==> config.mk <==
export PLATFORM = sky130hd
export DESIGN_NAME = serial_subtractor
export DESIGN_NICKNAME = d
export VERILOG_FILES = /design/src/rtl/serial_subtractor_pkg.sv /design/src/rtl/serial_subtractor_full_subtractor.sv /design/src/rtl/serial_subtractor.sv
export SDC_FILE = /design/constraint.sdc
export NUM_CORES = 1
export LEC_CHECK = 0
export ABC_AREA = 0
export BUFFER_PORTS_ARGS = -buffer_cell sky130_fd_sc_hd__buf_2
export CORE_ASPECT_RATIO = 0.75
export CORE_MARGIN = 3
export CORE_UTILIZATION = 35
export DETAILED_ROUTE_END_ITERATION = 16
export REMOVE_ABC_BUFFERS = 1
export SLEW_MARGIN = 40
export SYNTH_ARGS = -nofsm -noshare
export SYNTH_HDL_FRONTEND = slang
export SYNTH_HIERARCHICAL = 1
export SYNTH_SLANG_ARGS = --single-unit
==> constraint.sdc <==
create_clock -name clk -period 1.8 [get_ports clk]
set_clock_uncertainty 0.05 [all_clocks]
set_input_delay 0.09 -clock clk [delete_from_list [all_inputs] [get_ports clk]]
set_output_delay 0.09 -clock clk [all_outputs]
set_load 0.02 [all_outputs]
==> src/rtl/serial_subtractor_pkg.sv <==
// Shared definitions for the bit-serial arithmetic units.
package serial_subtractor_pkg;

    // Controller states; encodings are kept stable for reuse by a serial adder.
    typedef enum logic [1:0] {
        ST_IDLE  = 2'd0,
        ST_SHIFT = 2'd1,
        ST_DONE  = 2'd2
    } state_e;

    // Bit-counter width: enough to count 0..w-1, never narrower than one bit.
    function automatic int unsigned cnt_width(input int unsigned w);
        int unsigned r;
        r = (w > 1) ? $unsigned($clog2(w)) : 1;
        return r;
    endfunction

endpackage

==> src/rtl/serial_subtractor_full_subtractor.sv <==
// Single-bit full subtractor cell: DIFF = A - B - BIN, BOUT = borrow out.
module full_subtractor (
    input  logic A,
    input  logic B,
    input  logic BIN,
    output logic DIFF,
    output logic BOUT
);

    // Pure combinational difference/borrow equations.
    always_comb begin
        DIFF = A ^ B ^ BIN;
        BOUT = (~A & B) | (~(A ^ B) & BIN);
    end

endmodule

==> src/rtl/serial_subtractor.sv <==
// Bit-serial subtractor: DIFF = A - B - BIN, one bit per clock, LSB first,
// with a START/DONE handshake around a single reused full-subtractor cell.
module serial_subtractor
    import serial_subtractor_pkg::*;
#(
    parameter int unsigned WIDTH = 8
) (
    input  logic             clk,
    input  logic             rst,
    input  logic             START,
    input  logic [WIDTH-1:0] A,
    input  logic [WIDTH-1:0] B,
    input  logic             BIN,
    output logic             BUSY,
    output logic             DONE,
    output logic [WIDTH-1:0] DIFF,
    output logic             BORROW
);

    localparam int unsigned    CW   = cnt_width(WIDTH);
    localparam logic [CW-1:0]  LAST = CW'(WIDTH - 1);

    state_e           state_q,  state_d;
    logic [CW-1:0]    count_q,  count_d;
    logic [WIDTH-1:0] a_q,      a_d;
    logic [WIDTH-1:0] b_q,      b_d;
    logic             br_q,     br_d;
    logic [WIDTH-1:0] res_q,    res_d;
    logic [WIDTH-1:0] diff_q,   diff_d;
    logic             borrow_q, borrow_d;

    logic             cell_d;
    logic             cell_bo;
    logic [WIDTH-1:0] res_shift;

    full_subtractor u_cell (
        .A    (a_q[0]),
        .B    (b_q[0]),
        .BIN  (br_q),
        .DIFF (cell_d),
        .BOUT (cell_bo)
    );

    // Result register with the current difference bit entering at the MSB.
    always_comb begin
        res_shift            = res_q >> 1;
        res_shift[WIDTH-1]   = cell_d;
    end

    // Next-state and datapath control for the IDLE -> SHIFT -> DONE sequence.
    always_comb begin
        state_d  = state_q;
        count_d  = count_q;
        a_d      = a_q;
        b_d      = b_q;
        br_d     = br_q;
        res_d    = res_q;
        diff_d   = diff_q;
        borrow_d = borrow_q;

        case (state_q)
            ST_IDLE: begin
                if (START) begin
                    a_d     = A;
                    b_d     = B;
                    br_d    = BIN;
                    count_d = '0;
                    res_d   = '0;
                    state_d = ST_SHIFT;
                end
            end
            ST_SHIFT: begin
                res_d   = res_shift;
                a_d     = a_q >> 1;
                b_d     = b_q >> 1;
                br_d    = cell_bo;
                count_d = count_q + 1'b1;
                if (count_q == LAST) begin
                    // Output registers load the final result/borrow on the same
                    // edge, so they are valid in the DONE cycle and hold afterwards.
                    diff_d   = res_shift;
                    borrow_d = cell_bo;
                    state_d  = ST_DONE;
                end
            end
            ST_DONE: begin
                state_d = ST_IDLE;
            end
            default: begin
                state_d = ST_IDLE;
            end
        endcase
    end

    // State and datapath registers with synchronous reset.
    always_ff @(posedge clk) begin
        if (rst) begin
            state_q  <= ST_IDLE;
            count_q  <= '0;
            a_q      <= '0;
            b_q      <= '0;
            br_q     <= 1'b0;
            res_q    <= '0;
            diff_q   <= '0;
            borrow_q <= 1'b0;
        end else begin
            state_q  <= state_d;
            count_q  <= count_d;
            a_q      <= a_d;
            b_q      <= b_d;
            br_q     <= br_d;
            res_q    <= res_d;
            diff_q   <= diff_d;
            borrow_q <= borrow_d;
        end
    end

    // Status and result outputs.
    always_comb begin
        BUSY   = (state_q == ST_SHIFT);
        DONE   = (state_q == ST_DONE);
        DIFF   = diff_q;
        BORROW = borrow_q;
    end

endmodule

* Word level (Yosys, flattened, before mapping)
Cells that the tools add are included.
Storage, ports and cells: register bits after elaboration 39, input port bits 20, output and inout bits 11, word-level logic and storage cells 39
Operators by class: $add $sub $neg 1, equality and inequality tests 5, mux-type cells 13, bitwise logic cells 7, reduce and logical (&&, ||, !) cells 5
Operators with widths (number):
- one-hot mux 8 bit (2 select lines) | 3
- 2-to-1 mux 8 bit | 3
- one-hot mux 3 bit (2 select lines) | 1
- AND reduction 2 bit | 3
- 2-to-1 mux 2 bit | 2
- one-hot mux 2 bit (2 select lines) | 1
- adder 3 x 1 -> 3 bit (second input constant) | 1
- == test 3 bit (second input constant) | 1
- 2-to-1 mux 3 bit | 1
- bitwise AND 1 bit | 2
- == test 2 x 1 -> 1 bit (second input constant) | 1
- == test 2 bit (second input constant) | 1
- zero test 2 bit | 1
- != test 2 x 1 -> 1 bit (second input constant) | 1
- != test 2 bit (second input constant) | 1
- inverter 1 bit | 2
- one-hot mux 1 bit (2 select lines) | 1
- nonzero test 2 bit | 1
- XOR 1 bit | 2
- 2-to-1 mux 1 bit | 1
- OR 1 bit | 1

* Logic depth before layout (Yosys ltp)
Gate-level depths: netlist of the first run.
depth in word-level cells 5, depth in mapped cells 6, mapped depth without buffers 5

* By module
Netlist of the first run, hierarchy kept.
By module, submodules not included:
- serial_subtractor | instances 1, cells an instance 162, area each 1614.0 um^2
- full_subtractor | instances 1, cells an instance 4, area each 31.3 um^2

* Worst setup path after synthesis of the first run
Ideal clock, no wire load.
path type register -> register, from register count_q[0], to register borrow_q (netlist: BORROW), setup time 0.144 ns, arrival time 1.115 ns, path slack 0.491 ns, stages on the path, launching flop included 7, clock period less this slack 1.309 ns, cell sequence dfxtp_1 ha_1 ha_1 and3b_1 buf_2 nand2_1 a21oi_1
Between the ends: longest elaborated chain between the ends 2
Ends and longest elaborated chain:
- from (decl) | RTL line serial_subtractor.sv:24 | logic [CW-1:0] count_q, count_d;
- from (signal assigned) | RTL line serial_subtractor.sv:108 | count_q <= count_d;
- == test 3 bit | RTL line serial_subtractor.sv:78 | if (count_q == LAST) begin
- AND reduction 2 bit (no source line)
- to (signal assigned) | RTL line serial_subtractor.sv:114 | borrow_q <= borrow_d;
- to (decl) | RTL line serial_subtractor.sv:30 | logic borrow_q, borrow_d;
No other way between the ends. A chain may end at the register's enable or synchronous reset.

* Final worst setup path of the first run
from register state_q[1], to output port BUSY
Between the ends: longest elaborated chain between the ends 1
Ends and longest elaborated chain:
- from (decl) | RTL line serial_subtractor.sv:23 | state_e state_q, state_d;
- from (signal assigned) | RTL line serial_subtractor.sv:107 | state_q <= state_d;
- == test 2 x 1 -> 1 bit | RTL line serial_subtractor.sv:120 | BUSY = (state_q == ST_SHIFT);
- to (decl) | RTL line serial_subtractor.sv:14 | output logic BUSY,
No other way between the ends.

==> results of run 1 <==
==> critical path: cells and delay by family, from the launching register on <==
family	cells	cell delay [ns]
and+or+nand+nor	1	0.18
buffers and inverters	3	0.56
DFF	1	0.31
==> routing by layer <==
| metal | global-route usage | vias to the layer above | wire [µm] |
|---|---|---|---|
| met2 | 0.164 | 32 | 1190 |
| met4 | 0.0356 | 0 | 14 |
| li1 | - | 644 | - |
| met3 | 0.0589 | 2 | 231 |
| met5 | 0 | - | 0 |
| met1 | 0.160 | 562 | 1670 |
==> cell type report <==
type	count	area, µm²
repair buffers	39	235
fillers	427	2340
inverters	5	18.8
flip-flops and latches	38	761
well taps	55	68.8
clock inverters	1	5.00
multi-input cells	109	766
clock buffers	7	86.3
==> sequential cells by signal, summed over array words and instances (netlist names) <==
name	count
DIFF	8
a_q	8
b_q	8
res_q	7
count_q	3
state_q	2
BORROW	1
br_q	1
==> worst paths after layout <==
kind | slack, ns | cells past startpoint | to
min | 0.10 | 3 | state_q[0]
min reg2reg | 0.41 | 2 | DIFF[3]
max | 0.32 | 4 | BUSY
max reg2reg | 0.33 | 5 | res_q[6]
==> power by group through the flow <==
stage          combinational, µW  clock [µW]  sequential [µW]
2_1_floorplan                125           0              925
3_3_place_gp                 209           0              921
3_5_place_dp                 211           0              921
4_1_cts                      216         624              902
5_1_grt                      235         662              907
6_report                     213         602              902
==> stage by stage <==
| stage | hold WS (ns) | utilization |
|---|---|---|
| 6_report | 0.103 | 0.454 |
| 3_3_place_gp | 0.290 | 0.427 |
| 3_5_place_dp | 0.288 | 0.427 |
| 4_1_cts | 0.0905 | 0.454 |
| 5_1_grt | 0.0943 | 0.454 |
| 2_1_floorplan | 0.105 | - |
==> kinds of logic (layout without fill, tap and decap cells) <==
| kind of cell | after synthesis | count (layout) |
|---|---|---|
| and+or+nand+nor | 54 | 54 |
| buffers and inverters | 19 | 52 |
| DFF | 38 | 38 |
| muxes | 14 | 14 |
| adders and majority gates | 3 | 3 |
| AOI/OAI and AO/OA | 38 | 38 |
==> layout by cell type, fill, tap and decap left out, types with 2 or more instances in the layout <==
cell type	instances
nor3b_1	2
nor2_1	27
nor4b_1	2
a22oi_1	11
a211oi_2	14
ha_1	2
mux2i_1	14
nand2_1	18
inv_1	5
buf_2	30
nor2b_1	2
dfxtp_1	38
dlygate4sd3_1	2
buf_4	6
a21oi_1	9
clkbuf_8	6
==> timing repair <==
action,4_1_cts,5_1_grt
endpoints found under the setup margin,0,0
hold buffers,2,0
endpoints found under the hold margin,2,0
resized for setup,0,0
==> results.toml, run 1 <==
[setup_path]
slowest_stage = "dfxtp_1"
crit_path_frequent_cell = "buf_4"
worstPathCellList = "buf_4 > nor2b_1 > buf_4 > buf_2"
crit_start = "state_q[1]"
rr_startpoint = "state_q[0]"
crit_type = "register to output pin"
crit_path_end_kind = "output pin"
max_stage_delay_ns = 0.31
critPathLaunchType = "register"
crit_path_max_fanout = 11
cp_data_required_time_ns = 1.66
arrival_ns = 1.34

[sta]
slew_violations = 0
worstMarginPinSlew_ns = 0.481
final-setup-viol-count = 0
slew_headroom = 0.679
post-route-period-util = 0.823
fin_tns_setup_ns = 0
fmax_mhz = 675
hold_viol_final = 0
worst_slack_ns = 0.319
period_needed_ns = 1.48
grt_setup_unrepaired = "no"

[yosys]
syn_inst = 166
synth_most_common_cell = "dfxtp_1"
ys_types = 24
synth-xor-area-share = 0
synth_seq_area_share = 0.462
ys.warnings.count = 6
synth_top_family_by_area = "compound AO/OA/AOI/OAI gates"
synth_area_leader_cell = "dfxtp_1"
synth.area.top_cells = "dfxtp_1, a211oi_2, mux2i_1, nor2_1, a22oi_1"
synth_top_area_frac = 0.462
async_reset_ff_frac = 0
synth_compound_area_frac = 0.210
ys_ff_latch = 38
synth_commonest_cells = "dfxtp_1, nor2_1, nand2_1, a211oi_2, mux2i_1"
ys_dominant_reg_cell = "dfxtp_1"
synth_area_um2 = 1650
synth.mux.area_fraction = 0.0852
synth_enable_flop_cells = 0
synth.avg_cell_area_um2 = 9.91
synth-adder-area-share = 0.0274
synth_simple_gate_area_frac = 0.143

[floorplan]
fp.dieH_um = 65.4
fp.dieW_um = 85.2
initial_core_util = 0.385
core_area_um2 = 4280
pin_count = 31
num_rows = 20
dieArea_um2 = 5570

[placement]
detailed_place_hpwl_um = 2050
dpl-instance-area_um2 = 1830
place_ws_ns = 0.326
dp_cells = 244
io_buffers = 30
place_congestion = 0.676

[global_route]
globalRouteOverflowTotal = 0
grt_start_max_net_pins = 39
grt_pass1_wl_um = 5220
antenna_found_initial = 0
grt_pass1_vias = 1145
grt_usage = 0.118

[clock_network]
cts.htree.levels = 2
max-clock-path-buffers = 2
cts_tree = "yes"
clk_latency_ns = 0.29
post_cts_buffers = 0
cts_inserted_buffers = 5
cts_sinks = 38
clk_pin_slew_ns = 0.07
cts_root_buf = "clkbuf_8"

[power]
sequentialPowerShare = 0.525
power_density_nw_per_um2 = 885
power_frac_comb = 0.124
p_leak_uw = 0.000796
p_switching_uw = 429
vdd_drop_max_mv = 0.383
internal_power_uw = 1290
sw_frac_of_total = 0.250
power_frac_clock = 0.351
total_power_uw = 1720

[final_layout]
layoutNonFillerInstCount = 254
num_antenna_cells = 0
synthToLayoutAreaGrowth_pct = 17.9
drive_gt1_frac = 0.296
design_area_um2 = 1940
layout.nets = 221

[worst_hold_path]
hp-class = "input port to register"
hp-start = "START"

[routing]
num_vias = 1240
drc_errors = 0
routed_wl_um = 3100
drt-initial-drc-count = 69
dr.pass1.iters = 4
ant_nets = 0
wl_per_cell_um = 12.2
via_per_inst = 4.88

[flow_run]
maxCapViolations = 0

[status]
outcome = "finished, final reports clean"
Note: power is estimated with default switching activity, not from simulation.
==> run 2, diff against run 1 <==
==> constraint.sdc (replaced) <==
create_clock -name clk -period 1.5 [get_ports clk]
set_clock_uncertainty 0.05 [all_clocks]
set_input_delay 0.075 -clock clk [delete_from_list [all_inputs] [get_ports clk]]
set_output_delay 0.075 -clock clk [all_outputs]
set_load 0.02 [all_outputs]
==> results.toml, run 2 (same netlist as run 1, synthesis figures left out) <==
[status]
outcome = "finished, final reports clean"

[power]
p_leak_uw = 0.000820
sw_frac_of_total = 0.225
power_frac_comb = 0.118
internal_power_uw = 1710
vdd_drop_max_mv = 0.557
power_frac_clock = 0.392
sequentialPowerShare = 0.490
power_density_nw_per_um2 = 1110
p_switching_uw = 497

[sta]
post-route-period-util = 0.917
hold_viol_final = 0
grt_setup_unrepaired = "no"
slew_headroom = 0.672
final-setup-viol-count = 0
period_needed_ns = 1.38
fin_tns_setup_ns = 0
slew_violations = 0
fmax_mhz = 727
worstMarginPinSlew_ns = 0.492

[global_route]
globalRouteOverflowTotal = 0
grt.busiest_layer = "met2"
antenna_found_initial = 0
grt_usage = 0.115
grt_pass1_wl_um = 5200
grt_pass1_vias = 1169
gr-usage-met3 = 0.0363
grt_start_max_net_pins = 27
grtUsageMet2 = 0.172
use_met1 = 0.159

[floorplan]
pin_count = 31
core_area_um2 = 4280
dieArea_um2 = 5570
initial_core_util = 0.385
fp.dieH_um = 65.4
num_rows = 20
fp.dieW_um = 85.2

[routing]
drt-initial-drc-count = 45
routed_wl_um = 3140
drc_errors = 0
num_vias = 1243
dr.pass1.iters = 4
via_per_inst = 4.86
ant_nets = 0
wl_per_cell_um = 12.3

[clock_network]
cts_inserted_buffers = 5
cts_tree = "yes"
cts_sinks = 38
max-clock-path-buffers = 2
cts.htree.levels = 2
clk_pin_slew_ns = 0.07
post_cts_buffers = 0
cts_root_buf = "clkbuf_8"
clk_latency_ns = 0.28

[flow_run]
maxCapViolations = 0

[setup_path]
critPathLaunchType = "register"
crit_path_end_kind = "output pin"
arrival_ns = 1.25
reg2reg_depth = 5
crit_type = "register to output pin"
crit_path_max_fanout = 11
cp_data_required_time_ns = 1.37

[placement]
detailed_place_hpwl_um = 2160
dpl-instance-area_um2 = 1850
place_congestion = 0.701
io_buffers = 30

[final_layout]
num_antenna_cells = 0
layout.nets = 224
multi_input_area_um2 = 769
design_area_um2 = 1990
layout_commonest_cell = "dfxtp_1"
final_util = 0.465
synthToLayoutAreaGrowth_pct = 20.9
fillerInstances = 438
final_cell_mix = "dfxtp_1, buf_2, nor2_1"
regArea_um2 = 762
drive_gt1_frac = 0.323

[worst_hold_path]
hp-class = "input port to register"
holdPathStages = 3
-- run 2: changes by cell type in the layout (fill, tap and decap cells not counted), sizes merged --
cell    delta
clkbuf     -1
buf        +3
clkinv     -1
bufinv     +1
-- run 2: per-stage QoR --
step                cells  hold slack [ns]  total power (µW)  worst slack, ns
floorplan             152           0.0896              1260           -0.756
global placement      247            0.271              1360            0.124
detailed placement    247            0.274              1360           0.0720
CTS                   256           0.0880              2240           0.0199
global route          256           0.0921              2310           0.0231
finish                256           0.0939              2210            0.125
-- run 2: final cells by class --
cell class / instances / share of cell area
Timing Repair Buffer: 42 / 0.130
Tap cell: 55 / 0.0346
Clock inverter: 1 / 0.0151
Inverter: 5 / 0.00943
Sequential cell: 38 / 0.383
Clock buffer: 6 / 0.0415
Multi-Input combinational cell: 109 / 0.387
-- run 2: power groups by stage --
stage | clock network (µW) | registers (µW) | logic, µW
CTS | 895 | 1080 | 262
detailed placement | 0 | 1110 | 257
finish | 866 | 1080 | 260
floorplan | 0 | 1110 | 150
global placement | 0 | 1110 | 259
global route | 934 | 1090 | 290
-- run 2: per-layer routing --
| metal | wire, µm | up-vias |
|---|---|---|
| met4 | 27 | 0 |
| met2 | 1250 | 30 |
| li1 | - | 642 |
| met1 | 1680 | 566 |
| met5 | 0 | - |
| met3 | 182 | 5 |
-- run 2: critical path: stages, from the launching register on --
cell	delay [ns]
dfxtp_2	0.38
nor2b_2	0.19
buf_4	0.20
buf_2	0.19
-- run 2: repair_timing --
item,4_1_cts,5_1_grt
hold buffers,2,0
endpoints found under the hold margin,2,0
endpoints found under the setup margin,0,10
resized for setup,0,3
-- run 2: worst paths after layout --
kind | startpoint | endpoint | slack [ns]
setup / recovery | state_q[0] | BUSY | 0.12
hold / removal | START | state_q[0] | 0.09
setup reg to reg | count_q[0] | DIFF[1] | 0.13
hold reg to reg | DIFF[0] | DIFF[0] | 0.40
==> run 3, diff against run 2 <==
--- a/config.mk
+++ b/config.mk
@@ -11,6 +11,7 @@
 export CORE_MARGIN = 3
 export CORE_UTILIZATION = 35
 export DETAILED_ROUTE_END_ITERATION = 16
+export PLACE_DENSITY = 0.59
 export REMOVE_ABC_BUFFERS = 1
 export SLEW_MARGIN = 40
 export SYNTH_ARGS = -nofsm -noshare
==> results.toml, run 3 (same netlist as run 1, synthesis figures left out) <==
[sta]
slew_violations = 0
grt_setup_unrepaired = "no"
fmax_mhz = 711
hold_viol_final = 0
fin_tns_setup_ns = 0
post-route-period-util = 0.938
slew_headroom = 0.780
worstMarginPinSlew_ns = 0.325
period_needed_ns = 1.41
final-setup-viol-count = 0
worst_slack_ns = 0.0932
timing.hold.ws_ns = 0.103

[clock_network]
cts_tree = "yes"
clk_pin_slew_ns = 0.07
cts_sinks = 38
clk_latency_ns = 0.28
cts_root_buf = "clkbuf_8"
cts_inserted_buffers = 5
max-clock-path-buffers = 2
cts.htree.levels = 2

[power]
p_leak_uw = 0.000828
vdd_drop_max_mv = 0.488
total_power_uw = 2190
power_density_nw_per_um2 = 1090

[routing]
wl_per_cell_um = 12.7
drt-initial-drc-count = 64
ant_nets = 0
routed_wl_um = 3270
via_per_inst = 4.93
num_vias = 1267
drc_errors = 0
dr.pass1.iters = 4

[setup_path]
critPathLaunchType = "register"
arrival_ns = 1.53
cp_data_required_time_ns = 1.62
crit_start = "state_q[1]"
rr_startpoint = "state_q[1]"
critPathCapture = "res_q[6]"
reg2reg_depth = 6
r2r_setup_slack_ns = 0.09
crit_path_max_fanout = 10
crit_type = "register to register"
crit_path_end_kind = "register"
r2r_end = "res_q[6]"

[worst_hold_path]
hp-class = "input port to register"

[final_layout]
num_antenna_cells = 0
layout.nets = 224
layout_commonest_cell = "dfxtp_1"
final_util = 0.468
final_cell_mix = "dfxtp_1, buf_2, nor2_1"
synthToLayoutAreaGrowth_pct = 21.8
drive_gt1_frac = 0.322

[flow_run]
maxCapViolations = 0

[placement]
detailed_place_hpwl_um = 2250
io_buffers = 30
place_congestion = 0.692
place_ws_ns = 0.0275

[floorplan]
fp.dieH_um = 65.4
pin_count = 31
num_rows = 20
core_area_um2 = 4280
dieArea_um2 = 5570
fp.dieW_um = 85.2
initial_core_util = 0.385

[global_route]
grt_pass1_wl_um = 5500
grt_pass1_vias = 1265
antenna_found_initial = 0
grt_start_max_net_pins = 39
globalRouteOverflowTotal = 0
grt_usage = 0.125

[status]
outcome = "finished, final reports clean"
## run 3: critical path, cell delays in order, from the launching register on
cell and delay, ns:
dfxtp_1 0.46, buf_4 0.18, nor2b_2 0.05, buf_4 0.13, buf_4 0.16, a22oi_1 0.20
nor2_1 0.05
## run 3: per-layer routing
metal,track usage,part of all wire
met1,0.149,0.47
met2,0.210,0.48
met3,0.0263,0.028
met4,0.0652,0.018
met5,0,0
## run 3: worst min path at each step
| stage | from | end | slack, ns | cells past startpoint |
|---|---|---|---|---|
| detailed placement | B[7] | b_q[7] | 0.28 | 3 |
| global route | START | state_q[0] | 0.1 | 3 |
| finish | B[5] | b_q[5] | 0.10 | 3 |
| CTS | START | state_q[0] | 0.09 | 3 |
| global placement | B[7] | b_q[7] | 0.27 | 3 |
| floorplan | rst | a_q[0] | 0.09 | 1 |
## run 3: through the flow
step,cell area (µm²),std cells
after floorplan,1550,152
after global placement,1830,244
after detailed placement,1830,244
after CTS,1970,255
after global routing,2000,257
final,2000,257
## run 3: timing repair
| action | 4_1_cts | 5_1_grt |
|---|---|---|
| endpoints found under the setup margin | 1 | 11 |
| hold buffers | 2 | 0 |
| setup buffers | 1 | 1 |
| gates resized for setup | 0 | 2 |
| hold endpoints to repair | 2 | 0 |
| pin swaps | 0 | 1 |
## run 3: power breakdown
part	switching, µW	internal (µW)
Clock	351	489
Sequential	27.0	1060
Combinational	140	130
Total	518	1670
## run 3: cell type report
class	count	area, µm²
timing repair buffer	42	278
clock inverter	3	40.0
tap	55	68.8
multi-input combinational	109	769
fill	405	2270
clock buffer	5	68.8
sequential	38	761
inverter	5	18.8
